## config.mk

```make
export PLATFORM = sky130hd
export DESIGN_NAME = mips_mem_arbiter
export DESIGN_NICKNAME = d
export VERILOG_FILES = /design/src/rtl/mips_pkg.sv /design/src/rtl/mips_mem_arbiter.sv
export SDC_FILE = /design/constraint.sdc
export NUM_CORES = 1
export LEC_CHECK = 0
export ABC_AREA = 1
export CAP_MARGIN = 20
export CORE_ASPECT_RATIO = 1.1
export CORE_MARGIN = 3
export CORE_UTILIZATION = 35
export CTS_BUF_LIST = sky130_fd_sc_hd__clkbuf_8 sky130_fd_sc_hd__clkbuf_16
export DETAILED_ROUTE_END_ITERATION = 16
export GPL_ROUTABILITY_DRIVEN = 1
export PLACE_DENSITY = 0.87
export SKIP_LAST_GASP = 1
export SLEW_MARGIN = 30
export SYNTH_ARGS = -nofsm -noshare
export SYNTH_HDL_FRONTEND = slang
export SYNTH_SLANG_ARGS = --single-unit
```

## constraint.sdc

```tcl
create_clock -name clk1 -period 5.7 [get_ports clk1]
set_input_delay 1.425 -clock clk1 [delete_from_list [all_inputs] [get_ports clk1]]
set_output_delay 1.425 -clock clk1 [all_outputs]
set_load 0.02 [all_outputs]
```

## src/rtl/mips_pkg.sv

```systemverilog
// Shared constants and types for the MIPS memory subsystem.
// Latency: n/a (declarations only).
// Backpressure: n/a.
package mips_pkg;

  localparam int WORD_W        = 32;
  localparam int DEF_MEM_DEPTH = 1024;

  typedef enum logic {
    PORT_I = 1'b0,
    PORT_D = 1'b1
  } port_e;

  // One outstanding response slot: who gets it and whether it is an error.
  typedef struct packed {
    logic  vld;
    port_e port;
    logic  err;
  } pend_t;

endpackage

```

## src/rtl/mips_mem_arbiter.sv

```systemverilog
// Arbitrates fetch and data ports onto one single-port memory; data wins unless fetch is starved.
// Latency: grant combinational in the request cycle; read/error response exactly one cycle later.
// Backpressure: requester holds its request until gnt; halt blocks all new grants.
module mips_mem_arbiter
  import mips_pkg::*;
#(
  parameter int  MEM_DEPTH    = DEF_MEM_DEPTH,
  parameter int  STARVE_LIMIT = 4,
  localparam int AW           = $clog2(MEM_DEPTH),
  localparam int SW           = $clog2(STARVE_LIMIT + 1)
) (
  input  logic              clk1,
  input  logic              rst,
  input  logic              i_req,
  input  logic [31:0]       i_addr,
  output logic              i_gnt,
  output logic              i_rvalid,
  output logic              i_err,
  output logic [31:0]       i_rdata,
  input  logic              d_req,
  input  logic              d_we,
  input  logic [31:0]       d_addr,
  input  logic [31:0]       d_wdata,
  output logic              d_gnt,
  output logic              d_rvalid,
  output logic              d_err,
  output logic [31:0]       d_rdata,
  input  logic              halt,
  output logic              mem_en,
  output logic              mem_we,
  output logic [AW-1:0]     mem_addr,
  output logic [WORD_W-1:0] mem_wdata,
  input  logic [WORD_W-1:0] mem_rdata
);

  localparam logic [SW-1:0] SLIM = SW'(STARVE_LIMIT);

  logic [SW-1:0]     starve_cnt_q, starve_cnt_d;
  pend_t             pend_q, pend_d;
  logic [AW-1:0]     mem_addr_q, mem_addr_d;
  logic [WORD_W-1:0] mem_wdata_q, mem_wdata_d;
  logic              i_oor, d_oor, force_i;

  // Any address bit above the index makes the access out of range.
  assign i_oor   = (i_addr >> AW) != 32'd0;
  assign d_oor   = (d_addr >> AW) != 32'd0;
  assign force_i = i_req && (starve_cnt_q == SLIM);

  // Grant selection: data first, fetch when starved; nothing during reset or halt.
  always_comb begin
    i_gnt = 1'b0;
    d_gnt = 1'b0;
    if (!rst && !halt) begin
      if (d_req && !force_i) begin
        d_gnt = 1'b1;
      end else if (i_req) begin
        i_gnt = 1'b1;
      end
    end
  end

  // Memory strobes and response bookkeeping for the granted access.
  always_comb begin
    mem_en      = 1'b0;
    mem_we      = 1'b0;
    mem_addr_d  = mem_addr_q;
    mem_wdata_d = mem_wdata_q;
    pend_d      = '0;
    if (d_gnt) begin
      pend_d.vld  = d_oor || !d_we;
      pend_d.port = PORT_D;
      pend_d.err  = d_oor;
      if (!d_oor) begin
        mem_en      = 1'b1;
        mem_we      = d_we;
        mem_addr_d  = d_addr[AW-1:0];
        mem_wdata_d = d_wdata;
      end
    end else if (i_gnt) begin
      pend_d.vld  = 1'b1;
      pend_d.port = PORT_I;
      pend_d.err  = i_oor;
      if (!i_oor) begin
        mem_en     = 1'b1;
        mem_addr_d = i_addr[AW-1:0];
      end
    end
  end

  assign mem_addr  = mem_addr_d;
  assign mem_wdata = mem_wdata_d;

  // Starvation counter: counts fetch denials, frozen while halted.
  always_comb begin
    starve_cnt_d = starve_cnt_q;
    if (!halt) begin
      if (i_gnt || !i_req) begin
        starve_cnt_d = '0;
      end else if (d_gnt && starve_cnt_q != SLIM) begin
        starve_cnt_d = starve_cnt_q + SW'(1);
      end
    end
  end

  // State registers; reset drops any outstanding response.
  always_ff @(posedge clk1) begin
    if (rst) begin
      starve_cnt_q <= '0;
      pend_q       <= '0;
      mem_addr_q   <= '0;
      mem_wdata_q  <= '0;
    end else begin
      starve_cnt_q <= starve_cnt_d;
      pend_q       <= pend_d;
      mem_addr_q   <= mem_addr_d;
      mem_wdata_q  <= mem_wdata_d;
    end
  end

  // Response routing; error responses carry zero data.
  assign i_rvalid = !rst && pend_q.vld && (pend_q.port == PORT_I);
  assign d_rvalid = !rst && pend_q.vld && (pend_q.port == PORT_D);
  assign i_err    = i_rvalid && pend_q.err;
  assign d_err    = d_rvalid && pend_q.err;
  assign i_rdata  = (i_rvalid && !pend_q.err) ? mem_rdata : 32'd0;
  assign d_rdata  = (d_rvalid && !pend_q.err) ? mem_rdata : 32'd0;

endmodule

```

# Yosys cells after proc, flatten, opt, wreduce, memory -nomap -nowiden

Index checks and enable logic that the tools add are counted.

Bits in registers: 48
Latch bits: 0
Memory bits (writable): 0
ROM bits: 0
Logic and storage cells: 57
Memories: 0

Add/sub/neg operators: 1
Multiply operators: 0
Divide/modulo/power cells: 0
Magnitude comparators: 0
Eq/ne operators: 2
Shift operators: 0
Muxes and demuxes: 23
Bitwise logic cells: 2
Reduce and logical (&&, ||, !) cells: 23

Operator list:

| cell                                         | number |
|---|---|
| two-way mux 32 bit                           | 4 |
| nonzero test 32 bit                          | 2 |
| two-way mux 10 bit                           | 4 |
| two-way mux 3 bit                            | 4 |
| logical AND 1 bit                            | 11 |
| two-way mux 1 bit                            | 11 |
| logical NOT 1 bit                            | 6 |
| adder 3 x 1 -> 3 bit (second input constant) | 1 |
| equality test 3 bit (second input constant)  | 1 |
| != test 3 bit (second input constant)        | 1 |
| logical OR 1 bit                             | 2 |
| inverter 1 bit                               | 2 |
| AND reduction 2 bit                          | 1 |
| nonzero test 2 bit                           | 1 |

# Longest topological paths before layout

Depth after elaboration: 9
Depth in mapped cells: 11

# Worst setup path before layout

Ideal clock, no wire load.

Path type: input to output
Start point: input port rst
End point: output port d_rdata[10]
Arrival time: 2889 ps
Setup slack: 1386 ps
Stages on the path: 5
Path through: clkbuf_1 nor3_1 nand2_1 buf_2 nor2_1

Longest elaborated chain between the ends: 5

Ends and longest elaborated chain:

| item                           | RTL line                | source |
|---|---|---|
| start: declaration             | mips_mem_arbiter.sv:13  | `input logic rst,` |
| logical NOT 1 bit              | mips_mem_arbiter.sv:122 | `assign d_rvalid = !rst && pend_q.vld && (pend_q.port == PORT_D);` |
| logical AND 1 bit (2 in a row) | mips_mem_arbiter.sv:122 |  |
| net d_rvalid                   | mips_mem_arbiter.sv:25  | `output logic d_rvalid,` |
| logical AND 1 bit              | mips_mem_arbiter.sv:126 | `assign d_rdata = (d_rvalid && !pend_q.err) ? mem_rdata : 32'd0;` |
| two-way mux 32 bit             | mips_mem_arbiter.sv:126 |  |
| end: declaration               | mips_mem_arbiter.sv:27  | `output logic [31:0] d_rdata,` |

The timed path passes the listed nets, and every way through them passes these cells.

# Worst setup path after layout

Start point: input port d_addr[20]
End point: output port mem_addr[9]

Longest elaborated chain between the ends: 3

Ends and longest elaborated chain:

| item                | RTL line               | source |
|---|---|---|
| start: declaration  | mips_mem_arbiter.sv:22 | `input logic [31:0] d_addr,` |
| nonzero test 32 bit | mips_mem_arbiter.sv:46 | `assign d_oor = (d_addr >> AW) != 32'd0;` |
| two-way mux 10 bit  | mips_mem_arbiter.sv:73 | `if (!d_oor) begin` |
| two-way mux 10 bit  | mips_mem_arbiter.sv:69 | `if (d_gnt) begin` |
| end: declaration    | mips_mem_arbiter.sv:31 | `output logic [AW-1:0] mem_addr,` |

Every way passes these cells.

==> flow_summary.json <==
{
  "worstPathArrival_ns": 3.74,
  "initialDrtViolationCount": 108,
  "first_pass_iters": 4,
  "grt_pass1_vias": 3572,
  "utilization": 0.693,
  "syn_area_um2": 2940,
  "ctsResizeCount": 0,
  "ctsHtreeMaxLevel": 2,
  "synth.avg_cell_area_um2": 5.97,
  "totalWireLength_um": 10800,
  "cts_hold_buf": 0,
  "synth.area.top_cells": "dfxtp_1 33%, nor2_1 20%, inv_1 15%, nand2_1 9.2%, o21ai_2 8.9%",
  "fmax_mhz": 194,
  "area_growth_pct": 89.3,
  "die_w_um": 93.4,
  "finClkSkew_ns": 0.00908,
  "dominantRegCellSynth": "dfxtp_1",
  "cpPeakStageDelay_ns": 0.60,
  "layout.nets": 867,
  "num_vias": 3648,
  "synth-async-reset-ratio": 0,
  "grt-ovfl-total": 0,
  "clk_latency_ns": 0.30,
  "finalCritPeriodShare": 0.906,
  "grt_max_degree": 75,
  "drc": 0,
  "antennaDiodeCount": 0,
  "cts_root_buffer": "clkbuf_8",
  "slew_headroom": 0.658,
  "setup_tns_ns": 0,
  "yosys.area.top_type": "dfxtp_1",
  "required_ns": 4.28,
  "dp_hpwl_um": 9040,
  "slowest_stage": "clkdlybuf4s50_1",
  "ys_seq_area_frac": 0.326,
  "internal-power_mw": 0.583,
  "netlist_instances": 493,
  "cts_tree": "done",
  "p_seq_frac": 0.446,
  "switching_share": 0.230,
  "crit_path_end_kind": "primary output",
  "ios": 248,
  "portBuffers": 247,
  "layout_common_cells": "246 x clkdlybuf4s50_1, 154 x nor2_1, 116 x inv_1",
  "fin_cells": 840,
  "fin_crit_ns": 5.17,
  "cts_setup_buffers": 0,
  "die_h_um": 102,
  "path_clk_slew_ns": 0.09,
  "ys_seq_elements": 48,
  "status": "finished clean",
  "dp.cells": 832,
  "detail_route.vias_per_cell": 4.34,
  "comb_power_share": 0.212,
  "drive_above_1_share": 0.0874,
  "final-hold-violation-count": 0,
  "fin_area_um2": 5570,
  "mostFrequentLayoutCell": "clkdlybuf4s50_1",
  "syn_nets": 629,
  "setup_viol": 0,
  "ys_warn_count": 0,
  "gp_congestion": 0.870,
  "core_area_um2": 8040,
  "grt_first_pass_wirelength_um": 16600,
  "clock_sinks": 48,
  "synth_top_area_frac": 0.326,
  "maxCapViolations": 0,
  "critPathMaxFanout": 74,
  "worstMarginPinSlew_ns": 0.511,
  "antenna_found_initial": 0,
  "track_usage": 0.217,
  "start_util": 0.366,
  "cts_buffers": 5,
  "ir_worst_vdd_v": 0.000119,
  "power.share.clock": 0.342,
  "slew_violations": 0,
  "cts_buffer_depth": 2,
  "row_count": 34,
  "switching_power_mw": 0.174,
  "worstHoldPathType": "flip-flop to flip-flop",
  "synth_edf_count": 0,
  "crit_type": "primary input to primary output",
  "worstPathCellList": "clkdlybuf4s50_1 > nor2_1 > nand2_1 > nor2_1 > nand3_1 > nor2_4 > buf_12 > nand2_1 > nand2_1 > nor2_1 > inv_1 > clkdlybuf4s50_1",
  "powerDensity_nw_per_um2": 136,
  "wl_per_cell_um": 12.9,
  "total_power_mw": 0.757,
  "critPathLaunchType": "primary input",
  "dieArea_um2": 9550,
  "rsz0062_at_grt": "false",
  "leakage_nw": 2.71,
  "dpl_cell_area_um2": 5450,
  "ys_types": 27,
  "final_antenna_net_count": 0
}
## flip-flops by register name, indices dropped and copies added (netlist names)
register and count:
mem_addr_q 10, pend_q 3, starve_cnt_q 3, mem_wdata_q 32
## kinds of logic (layout without fill, tap and decap cells)
kind of cell	count (synthesis)	in the layout	synth area share
DFF	48	48	0.326
AOI/OAI and AO/OA	39	39	0.108
buffers and inverters	152	391	0.219
xor gates and xnor gates	1	1	0.00298
adders and majority gates	2	2	0.00850
and+or+nand+nor	251	251	0.336
## area by class of cell
class	instances	area [µm²]
Tap cell	108	135
Clock inverter	2	38.8
Fill cell	664	2470
Inverter	130	488
Multi-Input combinational cell	293	1340
Clock buffer	6	82.6
Sequential cell	48	961
Timing Repair Buffer	253	2520
## path summary, 6_finish.rpt
kind,from,endpoint,slack (ns),cells after the start
max,d_addr[20],mem_addr[9],0.53,12
min,starve_cnt_q[1],starve_cnt_q[1],0.49,2
max reg2reg,starve_cnt_q[0],mem_addr_q[9],3.76,10
min reg2reg,starve_cnt_q[1],starve_cnt_q[1],0.49,2
## layer usage
| layer | part of all wire | up-vias | global-route usage |
|---|---|---|---|
| li1 | - | 1878 | - |
| met1 | 0.36 | 1597 | 0.219 |
| met2 | 0.53 | 153 | 0.430 |
| met3 | 0.083 | 20 | 0.0493 |
| met4 | 0.029 | 0 | 0.0823 |
| met5 | 0 | - | 0 |
## critical path: cells and delay by family
family / cells / cell delay [ns]
buffers and inverters: 4 / 1.38
and+or+nand+nor: 8 / 0.88
## cell usage after synthesis (3+ instances only)
| library cell | number |
|---|---|
| dfxtp_1 | 48 |
| nand2_1 | 72 |
| o21ai_2 | 30 |
| nor3_1 | 3 |
| buf_6 | 5 |
| inv_2 | 14 |
| buf_2 | 5 |
| nand3_1 | 13 |
| nor2_1 | 154 |
| o21ai_0 | 3 |
| inv_1 | 116 |
| clkbuf_1 | 8 |
## stage by stage
step	setup WS [ns]	hold WS (ns)
4_1_cts	0.539	0.497
3_5_place_dp	0.544	0.482
3_3_place_gp	0.595	0.472
6_report	0.533	0.493
2_1_floorplan	1.39	0.457
5_1_grt	0.292	0.521
## power groups by stage
stage	combinational, mW	sequential (mW)	clock [mW]
3_3_place_gp	0.158	0.345	0
5_1_grt	0.173	0.338	0.279
2_1_floorplan	0.0437	0.345	0
4_1_cts	0.161	0.338	0.266
3_5_place_dp	0.161	0.345	0
6_report	0.161	0.338	0.259
Note: power is estimated with default switching activity, not from simulation.
